===== config.mk =====
export PLATFORM = sky130hd
export DESIGN_NAME = i2s_rx_stereo
export DESIGN_NICKNAME = d
export VERILOG_FILES = /design/src/rtl/i2s_rx_stereo.sv
export SDC_FILE = /design/constraint.sdc
export NUM_CORES = 1
export LEC_CHECK = 0
export ABC_AREA = 0
export CAP_MARGIN = 20
export CORE_MARGIN = 1
export CORE_UTILIZATION = 45
export DETAILED_ROUTE_END_ITERATION = 8
export GPL_TIMING_DRIVEN = 0
export PLACE_DENSITY = 0.71
export SKIP_LAST_GASP = 1
export SYNTH_ARGS = -nofsm -noshare
export SYNTH_HDL_FRONTEND = slang
export SYNTH_SLANG_ARGS = --single-unit

===== constraint.sdc =====
create_clock -name clk_i -period 7.85 [get_ports clk_i]
set_clock_uncertainty 0.2 [all_clocks]
set_input_delay 1.57 -clock clk_i [delete_from_list [all_inputs] [get_ports clk_i]]
set_output_delay 1.57 -clock clk_i [all_outputs]
set_load 0.01 [all_outputs]

===== src/rtl/i2s_rx_stereo.sv =====
// I2S receiver: synchronizes SCK/WS/SD, captures left/right words and
// queues completed frames in a show-ahead FIFO with valid/ready output.
module i2s_rx_stereo #(
    parameter int DATA_W     = 24,
    parameter int FIFO_DEPTH = 4,
    parameter int MODE       = 2
) (
    input  logic                             clk_i,
    input  logic                             rst_i,
    input  logic                             sck_i,
    input  logic                             ws_i,
    input  logic                             sd_i,
    output logic [DATA_W-1:0]                left_o,
    output logic [DATA_W-1:0]                right_o,
    output logic                             valid_o,
    input  logic                             ready_i,
    output logic [$clog2(FIFO_DEPTH+1)-1:0]  level_o,
    output logic                             overflow_o,
    input  logic                             clear_i
);

    localparam int CNT_W = $clog2(DATA_W + 1);
    localparam int PTR_W = $clog2(FIFO_DEPTH);
    localparam int LVL_W = $clog2(FIFO_DEPTH + 1);
    localparam int FRM_W = 2 * DATA_W;

    localparam logic [CNT_W-1:0] CNT_MAX  = CNT_W'(DATA_W);
    localparam logic [LVL_W-1:0] LVL_FULL = LVL_W'(FIFO_DEPTH);

    logic             r_sck_s1, r_sck_s2, r_sck_s3;
    logic             r_ws_s1, r_ws_s2;
    logic             r_sd_s1, r_sd_s2;
    logic             r_ws_prev;
    logic             r_synced;
    logic [CNT_W-1:0] r_bit_cnt;
    logic [DATA_W-1:0] r_shift;
    logic [DATA_W-1:0] r_left_hold;
    logic             r_hold_v;

    logic [FRM_W-1:0] r_mem [FIFO_DEPTH];
    logic [PTR_W-1:0] r_wptr, r_rptr;
    logic [LVL_W-1:0] r_level;
    logic             r_overflow;

    logic              w_rise;
    logic              w_slot_end;
    logic              w_emit;
    logic [CNT_W-1:0]  w_cnt_nxt;
    logic [DATA_W-1:0] w_shift_nxt;
    logic [DATA_W-1:0] w_word;
    logic              w_push;
    logic [FRM_W-1:0]  w_frame;
    logic              w_full;
    logic              w_pop;
    logic              w_wr;
    logic              w_drop;
    logic [FRM_W-1:0]  w_head;

    always_ff @(posedge clk_i or posedge rst_i) begin
        if (rst_i) begin
            r_sck_s1 <= 1'b0;
            r_sck_s2 <= 1'b0;
            r_sck_s3 <= 1'b0;
            r_ws_s1  <= 1'b0;
            r_ws_s2  <= 1'b0;
            r_sd_s1  <= 1'b0;
            r_sd_s2  <= 1'b0;
        end else begin
            r_sck_s1 <= sck_i;
            r_sck_s2 <= r_sck_s1;
            r_sck_s3 <= r_sck_s2;
            r_ws_s1  <= ws_i;
            r_ws_s2  <= r_ws_s1;
            r_sd_s1  <= sd_i;
            r_sd_s2  <= r_sd_s1;
        end
    end

    assign w_rise     = r_sck_s2 & ~r_sck_s3;
    assign w_slot_end = w_rise & (r_ws_s2 != r_ws_prev);
    assign w_emit     = w_slot_end & r_synced;

    // The bit sampled on the WS-change rise still belongs to the ending slot
    always_comb begin
        w_shift_nxt = r_shift;
        w_cnt_nxt   = r_bit_cnt;
        if (r_bit_cnt < CNT_MAX) begin
            w_shift_nxt = {r_shift[DATA_W-2:0], r_sd_s2};
            w_cnt_nxt   = r_bit_cnt + CNT_W'(1);
        end
    end

    assign w_word = w_shift_nxt << (CNT_MAX - w_cnt_nxt);

    always_comb begin
        w_push  = 1'b0;
        w_frame = '0;
        if (w_emit) begin
            if (MODE == 0) begin
                w_push  = ~r_ws_prev;
                w_frame = {w_word, {DATA_W{1'b0}}};
            end else if (MODE == 1) begin
                w_push  = r_ws_prev;
                w_frame = {{DATA_W{1'b0}}, w_word};
            end else begin
                w_push  = r_ws_prev & r_hold_v;
                w_frame = {r_left_hold, w_word};
            end
        end
    end

    always_ff @(posedge clk_i or posedge rst_i) begin
        if (rst_i) begin
            r_ws_prev <= 1'b0;
            r_synced  <= 1'b0;
            r_bit_cnt <= '0;
            r_shift   <= '0;
        end else if (w_rise) begin
            if (w_slot_end) begin
                r_bit_cnt <= '0;
                r_shift   <= '0;
                r_ws_prev <= r_ws_s2;
                r_synced  <= 1'b1;
            end else begin
                r_bit_cnt <= w_cnt_nxt;
                r_shift   <= w_shift_nxt;
            end
        end
    end

    always_ff @(posedge clk_i or posedge rst_i) begin
        if (rst_i) begin
            r_left_hold <= '0;
            r_hold_v    <= 1'b0;
        end else if (w_emit && MODE == 2) begin
            if (!r_ws_prev) begin
                r_left_hold <= w_word;
                r_hold_v    <= 1'b1;
            end else begin
                r_hold_v    <= 1'b0;
            end
        end
    end

    assign w_full = (r_level == LVL_FULL);
    assign w_pop  = valid_o & ready_i;
    assign w_wr   = w_push & (~w_full | w_pop);
    assign w_drop = w_push & w_full & ~w_pop;

    always_ff @(posedge clk_i) begin
        if (w_wr) begin
            r_mem[r_wptr] <= w_frame;
        end
    end

    always_ff @(posedge clk_i or posedge rst_i) begin
        if (rst_i) begin
            r_wptr  <= '0;
            r_rptr  <= '0;
            r_level <= '0;
        end else begin
            if (w_wr) begin
                r_wptr <= r_wptr + PTR_W'(1);
            end
            if (w_pop) begin
                r_rptr <= r_rptr + PTR_W'(1);
            end
            unique case ({w_wr, w_pop})
                2'b10:   r_level <= r_level + LVL_W'(1);
                2'b01:   r_level <= r_level - LVL_W'(1);
                default: r_level <= r_level;
            endcase
        end
    end

    // A drop in the same cycle as clear_i keeps the flag set
    always_ff @(posedge clk_i or posedge rst_i) begin
        if (rst_i) begin
            r_overflow <= 1'b0;
        end else if (w_drop) begin
            r_overflow <= 1'b1;
        end else if (clear_i) begin
            r_overflow <= 1'b0;
        end
    end

    assign w_head     = r_mem[r_rptr];
    assign valid_o    = (r_level != '0);
    assign level_o    = r_level;
    assign overflow_o = r_overflow;
    assign left_o     = (valid_o && MODE != 1) ? w_head[FRM_W-1:DATA_W] : '0;
    assign right_o    = (valid_o && MODE != 0) ? w_head[DATA_W-1:0] : '0;

endmodule


Word level (Yosys, flattened, before mapping). Memories as Yosys holds them, arrays and structs flattened. Cells that the tools add are included.

Bits in registers: 71. Memories: 1. Memory bits (writable): 192. Output and inout bits: 53. Bits of input ports: 7.

Reductions and logical operators: 5. Order comparisons: 1. Mux-type cells: 14. Shifts and indexed selects: 1. Add/sub/neg operators: 6. Equal/unequal tests: 4. Bitwise logic cells: 13.

Memory list: r_mem (words 4, bits a word 48, rd ports 1, clocked after memory_dff 0, write ports 1, RTL line 40) `logic [FRM_W-1:0] r_mem [FIFO_DEPTH];`.

Operators by type and width (number): $mux 24 (4); $mux 48 (1); $shl 24x5->24 (1); $mux 5 (2); $and 1x1->1 (8); $mux 1 (6); $pmux 3 s2 (1); $add 5x1->5 const B (1); $lt 5x5->1 const B (1); $sub 5x5->5 const A (1); $add 2x1->2 const B (2); $not 1->1 (4); $reduce_and 2->1 (2); $reduce_bool 2->1 (2); $add 3x1->3 const B (1); $eq 3x3->1 const B (1); $reduce_bool 3->1 (1); $sub 3x1->3 const B (1); $eq 2x1->1 const B (1); $eq 2x2->1 const B (1); $ne 1x1->1 (1); $or 1x1->1 (1).

Longest topological paths before layout.
Depth in word-level cells: 8. Gate-level depth with buffers: 14.

Least setup slack after synthesis. Ideal clock, no wire load.

Kind: input-to-reg. Start point: input ready_i. End point: memory r_mem[0][0] (netlist bit), enable pin. Setup slack: 4127 ps. Data arrival time: 3047 ps. Library setup time: 476 ps. Stages: 3. Cells stage by stage: or4b_2 nor2b_1 and2_1.

Word-level cells in the longest chain between the ends: 5.

Ends and longest elaborated chain: start: declaration (RTL line 16) `input logic ready_i,`; $and 1x1->1 (RTL line 146) `assign w_pop = valid_o & ready_i;`; $or 1x1->1 (RTL line 147) `assign w_wr = w_push & (~w_full | w_pop);`; $and 1x1->1 (RTL line 147); $mux 1 (RTL line 151) `if (w_wr) begin`; $mux 1 (not written as such) (RTL line 152) `r_mem[r_wptr] <= w_frame;`; end: declaration (RTL line 40).

Every way passes these cells.

Final worst setup path.
Start point: register r_rptr[1]. End point: output right_o[4].

Word-level cells in the longest chain between the ends: 2.

Ends and longest elaborated chain: start: declaration (RTL line 41) `logic [PTR_W-1:0] r_wptr, r_rptr;`; start signal: assignment (RTL line 166) `r_rptr <= r_rptr + PTR_W'(1);`; $mem_v2 4x48; $mux 24 (RTL line 192) `assign right_o = (valid_o && MODE != 0) ? w_head[DATA_W-1:0] : '0;`; end: declaration (RTL line 14) `output logic [DATA_W-1:0] right_o,`.

Every way passes these cells.

==> impl_metrics.toml <==
[outcome]
status = "finished, violations left"
violations = "design-rule violations"

[sta]
setup_violations = 0
rsz0062_at_grt = "no"
slew_headroom_pct = 35.2
tightest_slew_ns = 0.972
drv_slew = 0
post-route-min-period_ns = 4.96
fin_setup_tns_ns = 0
report.final.hold_viol_count = 0
period_share_pct = 63.1
timing.fmax_mhz = 202

[routing]
drt_pass1_iterations = 7
wire_per_inst_um = 20.6
drc = 8
detail-route-antenna-nets = 0
wl_um = 25700
via_per_inst = 5.75
dr_total_vias = 7158
drtIter0Drc = 658

[synth]
syn_area_per_cell_um2 = 15.1
ys_seq_area_share_pct = 62.7
synth.cell_area_um2 = 12000
ys_ff_latch = 263
synth_cell_type_count = 67
synth-edff-count = 192
ys.warnings.count = 0
syn_inst = 796
ys.flop_type = "edfxtp_1"
synth_nets = 810
synthArstFlopShare_pct = 27.0

[clock_tree]
cts_sinks = 263
cts_resized = 0
cts_buffer_depth = 3
cts_tree = "done"
cts_buffers = 27
ctsHoldBuffers = 0
post_cts_buffers = 0
h-tree-depth = 1
root_buffer = "clkbuf_16"
clk-insertion-delay-late_ns = 0.56
clkTransAtPathRegs_ns = 0.06

[power]
ir_worst_vdd_mv = 0.149
power.net_switching_uw = 1280
p_total_uw = 4430
p_int_uw = 3150
pwr-share-clk_pct = 30.8
power.leakage_uw = 0.00501
combPwrFrac_pct = 33.5
swShare_pct = 28.9
power_frac_seq_pct = 35.7
p_per_area_nw_per_um2 = 315

[critical_path]
crit_slowest_cell = "buf_1"
worstPathRequired_ns = 6.08
crit_path_start_kind = "flip-flop"
path_class = "flip-flop to output port"
path_cells = "clkbuf_1 > buf_1 > mux4_2 > and2_1 > clkdlybuf4s50_1"
crit_path_max_fanout = 10
crit_path_end_kind = "output port"
worst_path_largest_cell_delay_ns = 0.62
arrival_ns = 3.19
reg2reg_slack_ns = 3.45

[floorplan]
die_w_um = 165
initial_core_util_pct = 46.0
io-pin-count = 60
rows = 59
core_area_um2 = 26100
die_area_um2 = 27400
die-height_um = 165

[final_layout]
fin_area_um2 = 14100
final_layout_size_suffix_gt1_share_pct = 16.5
syn_to_final_growth_pct = 17.2
finalNetCount = 902
diodes = 0

[min_path]
hp-class = "flip-flop to flip-flop"

[global_route]
first_global_vias = 7083
grt_usage_pct = 19.3
grt_max_degree = 72
grt_pass1_wl_um = 40100
antenna_found_initial = 0
overflow = 0

[flow_run]
cap_violations = 0

[place]
place_hpwl_um = 17500
placed_cell_area_um2 = 13100
gp_congestion = 0.876
io_buffer_count = 59
[through the flow]
| stage | utilization [%] | instances | setup WS (ns) | hold slack (ns) |
|---|---|---|---|---|
| 6_report | 53.9 | 1244 | 2.89 | 0.146 |
| 5_1_grt | 53.9 | 1244 | 2.75 | 0.159 |
| 4_1_cts | 53.9 | 1244 | 2.84 | 0.148 |
| 3_5_place_dp | 50.2 | 1194 | 3.47 | 0.136 |
| 3_3_place_gp | 49.9 | 1190 | 2.68 | 0.132 |
| 2_1_floorplan | - | 796 | 4.13 | 0.131 |
[logic make-up (layout without fill, tap and decap cells)]
group	Yosys count	count (layout)	synth area share, %
AOI/OAI and AO/OA	133	133	8.55
xor gates and xnor gates	13	13	1.17
adders and majority gates	7	7	0.791
buffers and inverters	68	181	2.33
DFF	263	263	62.7
muxes	91	91	14.0
and+or+nand+nor	221	221	10.5
[state kept, by name (all words and copies together), names as in the netlist]
name / cells
level_o: 3
overflow_o: 1
r_bit_cnt: 5
r_hold_v: 1
r_left_hold: 24
r_mem: 192
r_rptr: 2
r_sck_s1: 1
r_sck_s2: 1
r_sck_s3: 1
r_sd_s1: 1
r_sd_s2: 1
r_shift: 24
r_synced: 1
r_wptr: 2
r_ws_prev: 1
r_ws_s1: 1
r_ws_s2: 1
[cell usage after synthesis (all sizes together), types with 3 or more instances]
cell type / number / area (um^2)
nand2: 40 / 150
nor2: 31 / 116
xnor2: 10 / 114
o21a: 4 / 30.0
a221oi: 11 / 109
mux4: 59 / 1340
a21boi: 8 / 71.3
buf: 17 / 88.8
a22o: 26 / 228
and3: 10 / 62.6
a21oi: 6 / 30.0
dfrtp: 71 / 1780
nand2b: 9 / 56.3
edfxtp: 192 / 5770
or3: 4 / 27.5
o22ai: 4 / 25.0
ha: 6 / 75.1
o221ai: 3 / 26.3
mux2i: 20 / 200
a31oi: 3 / 18.8
and4b: 10 / 100
o31a: 4 / 35.0
and2: 84 / 528
xor2: 3 / 26.3
or2: 4 / 25.0
clkbuf: 40 / 150
o31ai: 13 / 97.6
nor3: 6 / 30.0
o311ai: 4 / 35.0
nor2b: 12 / 75.1
inv: 11 / 41.3
mux2: 12 / 135
a211o: 4 / 35.0
o21ai: 23 / 115
[worst max-delay path: cells and delay by family (launching register included)]
kind / cells / cell delay (ns)
buf+inv: 3 / 1.58
flops: 1 / 0.44
mux: 1 / 0.42
simple gates: 1 / 0.19
[cell type report]
type | instances | area, um^2
inverters | 11 | 43.8
repair buffers | 63 | 671
clock inverters | 9 | 164
flip-flops and latches | 263 | 7540
fillers | 2123 | 12000
well taps | 335 | 419
multi-input cells | 465 | 4210
plain buffers | 57 | 239
clock buffers | 41 | 808
[layer usage]
metal	track usage (%)	up-vias	share of wire [%]
met5	0	-	0
met4	5.54	0	2.3
met3	2.87	41	5.0
met2	32.2	198	49
met1	26.4	3641	44
li1	-	3278	-
[placed cells by master, fill, tap and decap left out, types with 6 or more instances in the layout]
| master | count |
|---|---|
| o31ai_1 | 13 |
| mux2_2 | 12 |
| clkbuf_8 | 8 |
| mux4_2 | 55 |
| mux2i_1 | 20 |
| clkbuf_16 | 27 |
| nand2b_1 | 9 |
| and2_2 | 6 |
| buf_2 | 11 |
| clkbuf_1 | 46 |
| a21oi_1 | 6 |
| a22o_1 | 26 |
| dfrtp_1 | 71 |
| nor2_1 | 31 |
| nor2b_1 | 12 |
| and2_1 | 78 |
| inv_1 | 10 |
| a221oi_1 | 9 |
| edfxtp_1 | 192 |
| o21ai_0 | 20 |
| clkdlybuf4s50_1 | 59 |
| xnor2_1 | 8 |
| a21boi_0 | 7 |
| nand2_1 | 40 |
| ha_1 | 6 |
| and4b_1 | 10 |
| and3_1 | 10 |
| nor3_1 | 6 |
[path summary, 6_finish.rpt]
path | from | to | depth (start not counted)
worst max-delay path | r_rptr[1] | right_o[4] | 5
worst min-delay path | r_sck_s1 | r_sck_s2 | 0
worst max register to register | r_bit_cnt[0] | r_mem[0][19] | 12
worst min register to register | r_sck_s1 | r_sck_s2 | 0
max in group asynchronous | rst_i | r_shift[3] | 2
min in group asynchronous | rst_i | r_left_hold[3] | 2
[power by group through the flow]
stage | clock network, uW | logic [uW] | registers (uW)
2_1_floorplan | 0 | 933 | 1600
3_3_place_gp | 0 | 1470 | 1610
3_5_place_dp | 0 | 1490 | 1610
4_1_cts | 1390 | 1500 | 1580
5_1_grt | 1440 | 1610 | 1590
6_report | 1360 | 1480 | 1580
(Power assumes the default switching activity.)
